$ cat src/rtl/voice_mixer.sv
// Eight-voice sawtooth mixer: a single multiply/accumulate datapath is shared by
// all voices, one voice per clock, producing one signed 16-bit PCM sample per sample_tick.
module voice_mixer #(
  parameter int unsigned SAMPLE_RATE = 48000,
  parameter int unsigned NUM_VOICES  = 8
) (
  input  logic        clk,
  input  logic        reset_n,
  input  logic        sample_tick,
  input  logic [31:0] frequencies   [NUM_VOICES],
  input  logic [31:0] voice_volumes [NUM_VOICES],
  output logic [15:0] sample,
  output logic        sample_valid,
  output logic        busy,
  output logic        overrun
);

  localparam logic [63:0]        K       = (64'd1 << 44) / 64'(SAMPLE_RATE);
  localparam logic signed [31:0] VOL_ONE = 32'sd1 << 20;

  typedef enum logic [1:0] {IDLE, ACCUM, OUTPUT} state_e;

  state_e             state_q, state_d;
  logic [2:0]         v_q, v_d;
  logic signed [18:0] acc_q, acc_d;
  logic [15:0]        sample_q, sample_d;
  logic               sample_valid_q, sample_valid_d;
  logic               busy_q, busy_d;
  logic               overrun_q, overrun_d;
  logic [31:0]        phase_q [NUM_VOICES];
  logic [31:0]        phase_d [NUM_VOICES];

  logic [31:0]        f_c;
  logic [63:0]        inc_full;
  logic [31:0]        inc;
  logic signed [31:0] vol_raw;
  logic signed [21:0] vol_c;
  logic signed [15:0] saw;
  logic signed [35:0] mul;
  logic signed [15:0] prod;

  // NOTE: combinational logic uses blocking '=' so each line sees the lines above it;
  // clocked state is only ever written with non-blocking '<='.
  always_comb begin
    f_c      = frequencies[v_q][31] ? 32'd0 : frequencies[v_q];
    inc_full = 64'(f_c) * K;
    inc      = 32'(inc_full >> 32);

    vol_raw = signed'(voice_volumes[v_q]);
    if (vol_raw < 0)            vol_c = '0;
    else if (vol_raw > VOL_ONE) vol_c = 22'(VOL_ONE);
    else                        vol_c = 22'(vol_raw);

    // The sawtooth is the top half of the phase before this frame's advance.
    saw  = signed'(phase_q[v_q][31:16]);
    mul  = 36'(saw) * 36'(vol_c);
    prod = 16'(mul >>> 20);
  end

  // NOTE: every *_d is given a default before the case so no path leaves it
  // unassigned, which would otherwise infer a latch.
  always_comb begin
    state_d        = state_q;
    v_d            = v_q;
    acc_d          = acc_q;
    sample_d       = sample_q;
    sample_valid_d = 1'b0;
    overrun_d      = overrun_q;
    phase_d        = phase_q;

    case (state_q)
      IDLE: begin
        if (sample_tick) begin
          acc_d   = '0;
          v_d     = '0;
          state_d = ACCUM;
        end
      end
      ACCUM: begin
        acc_d        = acc_q + 19'(prod);
        phase_d[v_q] = phase_q[v_q] + inc;
        if (v_q == 3'd7) state_d = OUTPUT;
        else             v_d     = v_q + 3'd1;
      end
      OUTPUT: begin
        sample_d       = acc_q[18:3];
        sample_valid_d = 1'b1;
        state_d        = IDLE;
      end
      default: state_d = IDLE;
    endcase

    // A tick that arrives mid-frame is dropped; the frame in flight is untouched.
    if (sample_tick && state_q != IDLE) overrun_d = 1'b1;

    busy_d = (state_d != IDLE);
  end

  always_ff @(posedge clk) begin
    if (!reset_n) begin
      state_q        <= IDLE;
      v_q            <= '0;
      acc_q          <= '0;
      sample_q       <= '0;
      sample_valid_q <= 1'b0;
      busy_q         <= 1'b0;
      overrun_q      <= 1'b0;
      // NOTE: the phase array is reset like any other register because every voice
      // must restart at phase 0, so it cannot be mapped onto a non-resettable RAM.
      phase_q        <= '{default: '0};
    end else begin
      state_q        <= state_d;
      v_q            <= v_d;
      acc_q          <= acc_d;
      sample_q       <= sample_d;
      sample_valid_q <= sample_valid_d;
      busy_q         <= busy_d;
      overrun_q      <= overrun_d;
      phase_q        <= phase_d;
    end
  end

  assign sample       = sample_q;
  assign sample_valid = sample_valid_q;
  assign busy         = busy_q;
  assign overrun      = overrun_q;

endmodule
$ cat config.mk
export PLATFORM = sky130hd
export DESIGN_NAME = voice_mixer
export DESIGN_NICKNAME = d
export VERILOG_FILES = /design/src/rtl/voice_mixer.sv
export SDC_FILE = /design/constraint.sdc
export NUM_CORES = 2
export LEC_CHECK = 0
export BUFFER_PORTS_ARGS = -buffer_cell sky130_fd_sc_hd__clkbuf_2
export CAP_MARGIN = 20
export CORE_MARGIN = 1
export CORE_UTILIZATION = 40
export CTS_BUF_LIST = sky130_fd_sc_hd__clkbuf_8
export DETAILED_ROUTE_END_ITERATION = 6
export PLACE_DENSITY = 0.69
export SYNTH_ARGS = -nofsm -noshare
export SYNTH_HDL_FRONTEND = slang
export SYNTH_SLANG_ARGS = --single-unit
$ cat constraint.sdc
create_clock -name clk -period 22.7 [get_ports clk]
set_clock_uncertainty 0.15 [all_clocks]
set_input_delay 6.81 -clock clk [delete_from_list [all_inputs] [get_ports clk]]
set_output_delay 6.81 -clock clk [all_outputs]
set_load 0.02 [all_outputs]
# Yosys cells after proc, flatten, opt, wreduce, memory -nomap -nowiden
# Cells that the tools add are included.
classes:
  add_sub_neg: 3
  mul: 2
  div: 0
  n_lt_le_gt_ge: 4
  eq_ne: 5
  shift: 0
  muxes: 24
  n_bitwise: 1
  n_reduce_logical: 8
ops:
  columns: ["cell", "n"]
  rows:
  - ["$bmux 32 s3", 3]
  - ["$bwmux 256", 1]
  - ["$mux 32", 7]
  - ["$demux 32 s3", 1]
  - ["$mul 31x29->60 const B", 1]
  - ["$mux 22", 2]
  - ["$pmux 19 s2", 1]
  - ["$mul 16x22->36", 1]
  - ["$add 32x28->32", 1]
  - ["$gt 32x22->1 const B", 1]
  - ["$lt 32x1->1 const B", 1]
  - ["$mux 31", 1]
  - ["$add 19x16->19", 1]
  - ["$mux 19", 1]
  - ["$mux 3", 2]
  - ["$pmux 3 s2", 1]
  - ["$reduce_bool 2->1", 3]
  - ["$ge 4x4->1 const B", 1]
  - ["$lt 4x1->1 const B", 1]
  - ["$mux 2", 2]
  - ["$ne 2x2->1 const B", 2]
  - ["$not 3->4", 1]
  - ["$pmux 2 s2", 1]
  - ["$add 3x1->3 const B", 1]
  - ["8 further kinds", 9]
totals:
  ff_bits: 299
  latchBits: 0
  ramBits: 0
  mem_bits_ro: 0
  wordCells: 62
  n_memories: 0

# Longest topological paths before layout
depth:
  word_depth: 10
  ltp_mapped: 59

# Least setup slack after synthesis
# No wires, ideal clock.
synth_path:
  kind: "input port to flip-flop"
  from: "in frequencies[31] (netlist name)"
  to: "reg phase_q[119] (netlist name)"
  setup_time_ns: 0.115
  t_arrival_ns: 17.089
  setup_slack_ns: 5.346
  path_stages: 51
  n_path_buf: 2
  cell_sequence: "mux4_2 > mux2i_1 > clkbuf_1 > clkbuf_1 > nand2_1 > inv_1 > ha_1 > inv_1 > fa_1 > inv_1 > ha_1 > inv_1 > fa_1 > inv_1 > fa_1 > inv_1 > fa_1 > fa_1 > [... 15 more ...] > a211oi_1 > xnor2_1 > ha_1 > a21o_1 > a21oi_1 > o21ai_0 > a21oi_1 > nor2b_1 > o21ai_0 > a21oi_1 > o211ai_1 > nand4_1 > a31oi_1 > and4b_1 > o41ai_1 > or2_0 > o21ai_0 > and2_1"
synth_via:
  elab_chain_cells: 7
synth_rtl:
  columns: ["item", "line", "source"]
  rows:
  - ["start: declaration", "10", "input logic [31:0] frequencies [NUM_VOICES],"]
  - ["$bmux 32 s3", "45", "f_c = frequencies[v_q][31] ? 32'd0 : frequencies[v_q];"]
  - ["$mux 32 (implied by the code) (2 in series)", "45", null]
  - ["$mux 31", "45", null]
  - ["$mul 31x29->60", "46", "inc_full = 64'(f_c) * K;"]
  - ["$add 32x28->32", "81", "phase_d[v_q] = phase_q[v_q] + inc;"]
  - ["$bwmux 256", "81", null]
  - ["end signal: assignment", "119", "phase_q <= phase_d;"]
  - ["end: declaration", "30", "logic [31:0] phase_q [NUM_VOICES];"]
# Every way passes these cells. The select of a mux whose other input is x is not followed.
# A chain may end at the register's enable or synchronous reset.

# Final worst setup path
layout_path:
  from: "in frequencies[127] (netlist name)"
  to: "reg phase_q[215] (netlist name)"
# The elaborated chain is that of the path after synthesis.

==> impl_metrics.ini <==
[route]
first_pass_iters = 6
drt_iter0_drc = 2487
drt_drc_violations_left = 0
drt-total-wl_um = 146000
wl_per_cell_um = 21.0
vias_per_cell = 5.26
drtAntennaViolNets = 0
vias = 36800

[finish]
most-common-layout-cells = 1048 x inv_1, 710 x fa_1, 555 x nand2_1
drive_above_1_share_pct = 16.9
final_cell_count_no_fill = 6988
nets = 7150
area_growth_pct = 11.8
layout_commonest_cell = inv_1
final_core_util_pct = 45.3

[placed_design]
place_ws_ns = 3.08
dp_hpwl_um = 120000
gp_congestion = 0.949
place_inst = 6890
io_buffers = 533

[clock_tree]
numCtsBuffers = 48
root_buffer = clkbuf_8
clockBufferDepth = 3
clk_pin_slew_worst_paths_ns = 0.06
cts_tree = built
cts.sink_count = 299
postCtsHoldBufs = 0
cts_resized = 0
worstSkewPairLatency_ns = 0.67
htreeDepth = 2
cts_setup_buffers = 0

[worst_setup_path]
worstPathMaxFanout = 29
rrSetupSlack_ns = 8.42
crit_path_max_incr_delay_ns = 0.74
worst-endpoint-required_ns = 23.08
cp_num_buf_inv = 8
critPathTopFamily = compound AO/OA/AOI/OAI gates
start_kind = primary input
critPathSlowestCell = a221oi_1
critPathKind = in -> reg
crit_path_end_kind = flop
critical_path_arrival_ns = 19.50

[synth]
synthDominantCellAreaShare_pct = 31.0
ys_seq_area_share_pct = 13.1
synth-edff-count = 0
synth_area_leaders = fa_1 31%, ha_1 13%, dfxtp_1 13%
async_reset_ff_share_pct = 0
avgSynthCellArea_um2 = 9.18
yosysTopAreaCell = fa_1
synth_cells = 4987
ys_seq_elements = 299
netlist_area_um2 = 45800
synth.distinct_cells = 72
synthFlopType = dfxtp_1
yosys_warnings = 0

[sta]
fin_crit_sh_pct = 84.2
setup_viol = 0
setup_slack_ns = 3.58
drv_slew = 0
hold_violations = 0
fmaxAchievable_mhz = 52.3
finalWorstPathRequiredPeriod_ns = 19.12
relSlewSlack_pct = 25.8
rsz0062_at_grt = false
tightest_slew_ns = 1.11
tns_ns = 0

[global_routing]
grt_pass1_wl_um = 225000
grt_usage_pct = 25.5
grt_max_degree = 128
globalRouteOverflowTotal = 0
antenna_found_initial = 19
first_global_vias = 38400

[die]
rows = 123
die_y_um = 340
ios = 534
die_area_um2 = 116000
die_w_um = 340
coreArea_um2 = 113000
start_util_pct = 40.5

[outcome]
status = finished clean

[worst_hold_path]
hold_class = reg -> reg

[job]
drv_cap = 0
==> stage by stage <==
step                hold WS (ns)  area [um^2]
detailed placement         0.294        50100
global placement           0.285        50100
CTS                        0.304        51200
global route               0.320        51200
floorplan                  0.279        45900
finish                     0.303        51200
==> per-layer routing <==
layer	global-route usage (%)	vias up	wire, um	part of all wire, %
li1	-	16800	-	-
met1	32.4	18200	59400	41
met2	42.3	1411	69500	47
met3	4.83	288	10700	7.3
met4	11.0	8	6880	4.7
met5	0	-	54	0.037
==> flip-flops by register name, indices dropped and copies added, names as in the netlist <==
name,cells
state_q,2
v_q,3
overrun,1
busy,1
sample,16
sample_valid,1
acc_q,19
phase_q,256
==> kinds of logic (layout without fill, tap and decap cells) <==
| logic type | count (synthesis) | in the layout | synth area share, % |
|---|---|---|---|
| buffers and inverters | 1244 | 1705 | 10.3 |
| DFF | 299 | 299 | 13.1 |
| adders and majority gates | 1195 | 1195 | 44.3 |
| xor gates and xnor gates | 96 | 96 | 1.84 |
| other | 2 | 42 | 0.0164 |
| AOI/OAI and AO/OA | 602 | 602 | 7.96 |
| and+or+nand+nor | 1294 | 1294 | 12.2 |
| muxes | 255 | 255 | 10.4 |
==> final timing paths <==
| kind | from | end | cells past startpoint |
|---|---|---|---|
| max | frequencies[127] | phase_q[215] | 50 |
| min | phase_q[164] | phase_q[164] | 2 |
| min reg2reg | phase_q[164] | phase_q[164] | 2 |
| max reg2reg | v_q[2] | phase_q[215] | 50 |
==> synth_stat cells (all sizes together), types with 62 or more instances <==
cell,count
mux4,169
fa,710
a21oi,312
o21ai,68
nand3,62
dfxtp,299
inv,1033
nor2,411
nand2,555
xnor2,64
ha,485
clkbuf,157
==> final cells by class <==
cell class,instances,area [um^2]
antenna,12,30.0
clock buffer,58,798
clock inverter,28,231
fill,10900,61800
inverter,1034,3890
multi-input combinational,3472,35300
sequential,299,6000
tap,1500,1880
timing repair buffer,585,3100
==> worst min-delay path: cells and delay by family, from the launching register on <==
kind | cells | cell delay, ns
flops | 1 | 0.30
compound gates | 1 | 0.05
simple gates | 1 | 0.05
Power is not shown: default switching activity piles up to over one toggle a cycle in this logic, so the estimate is an artifact.
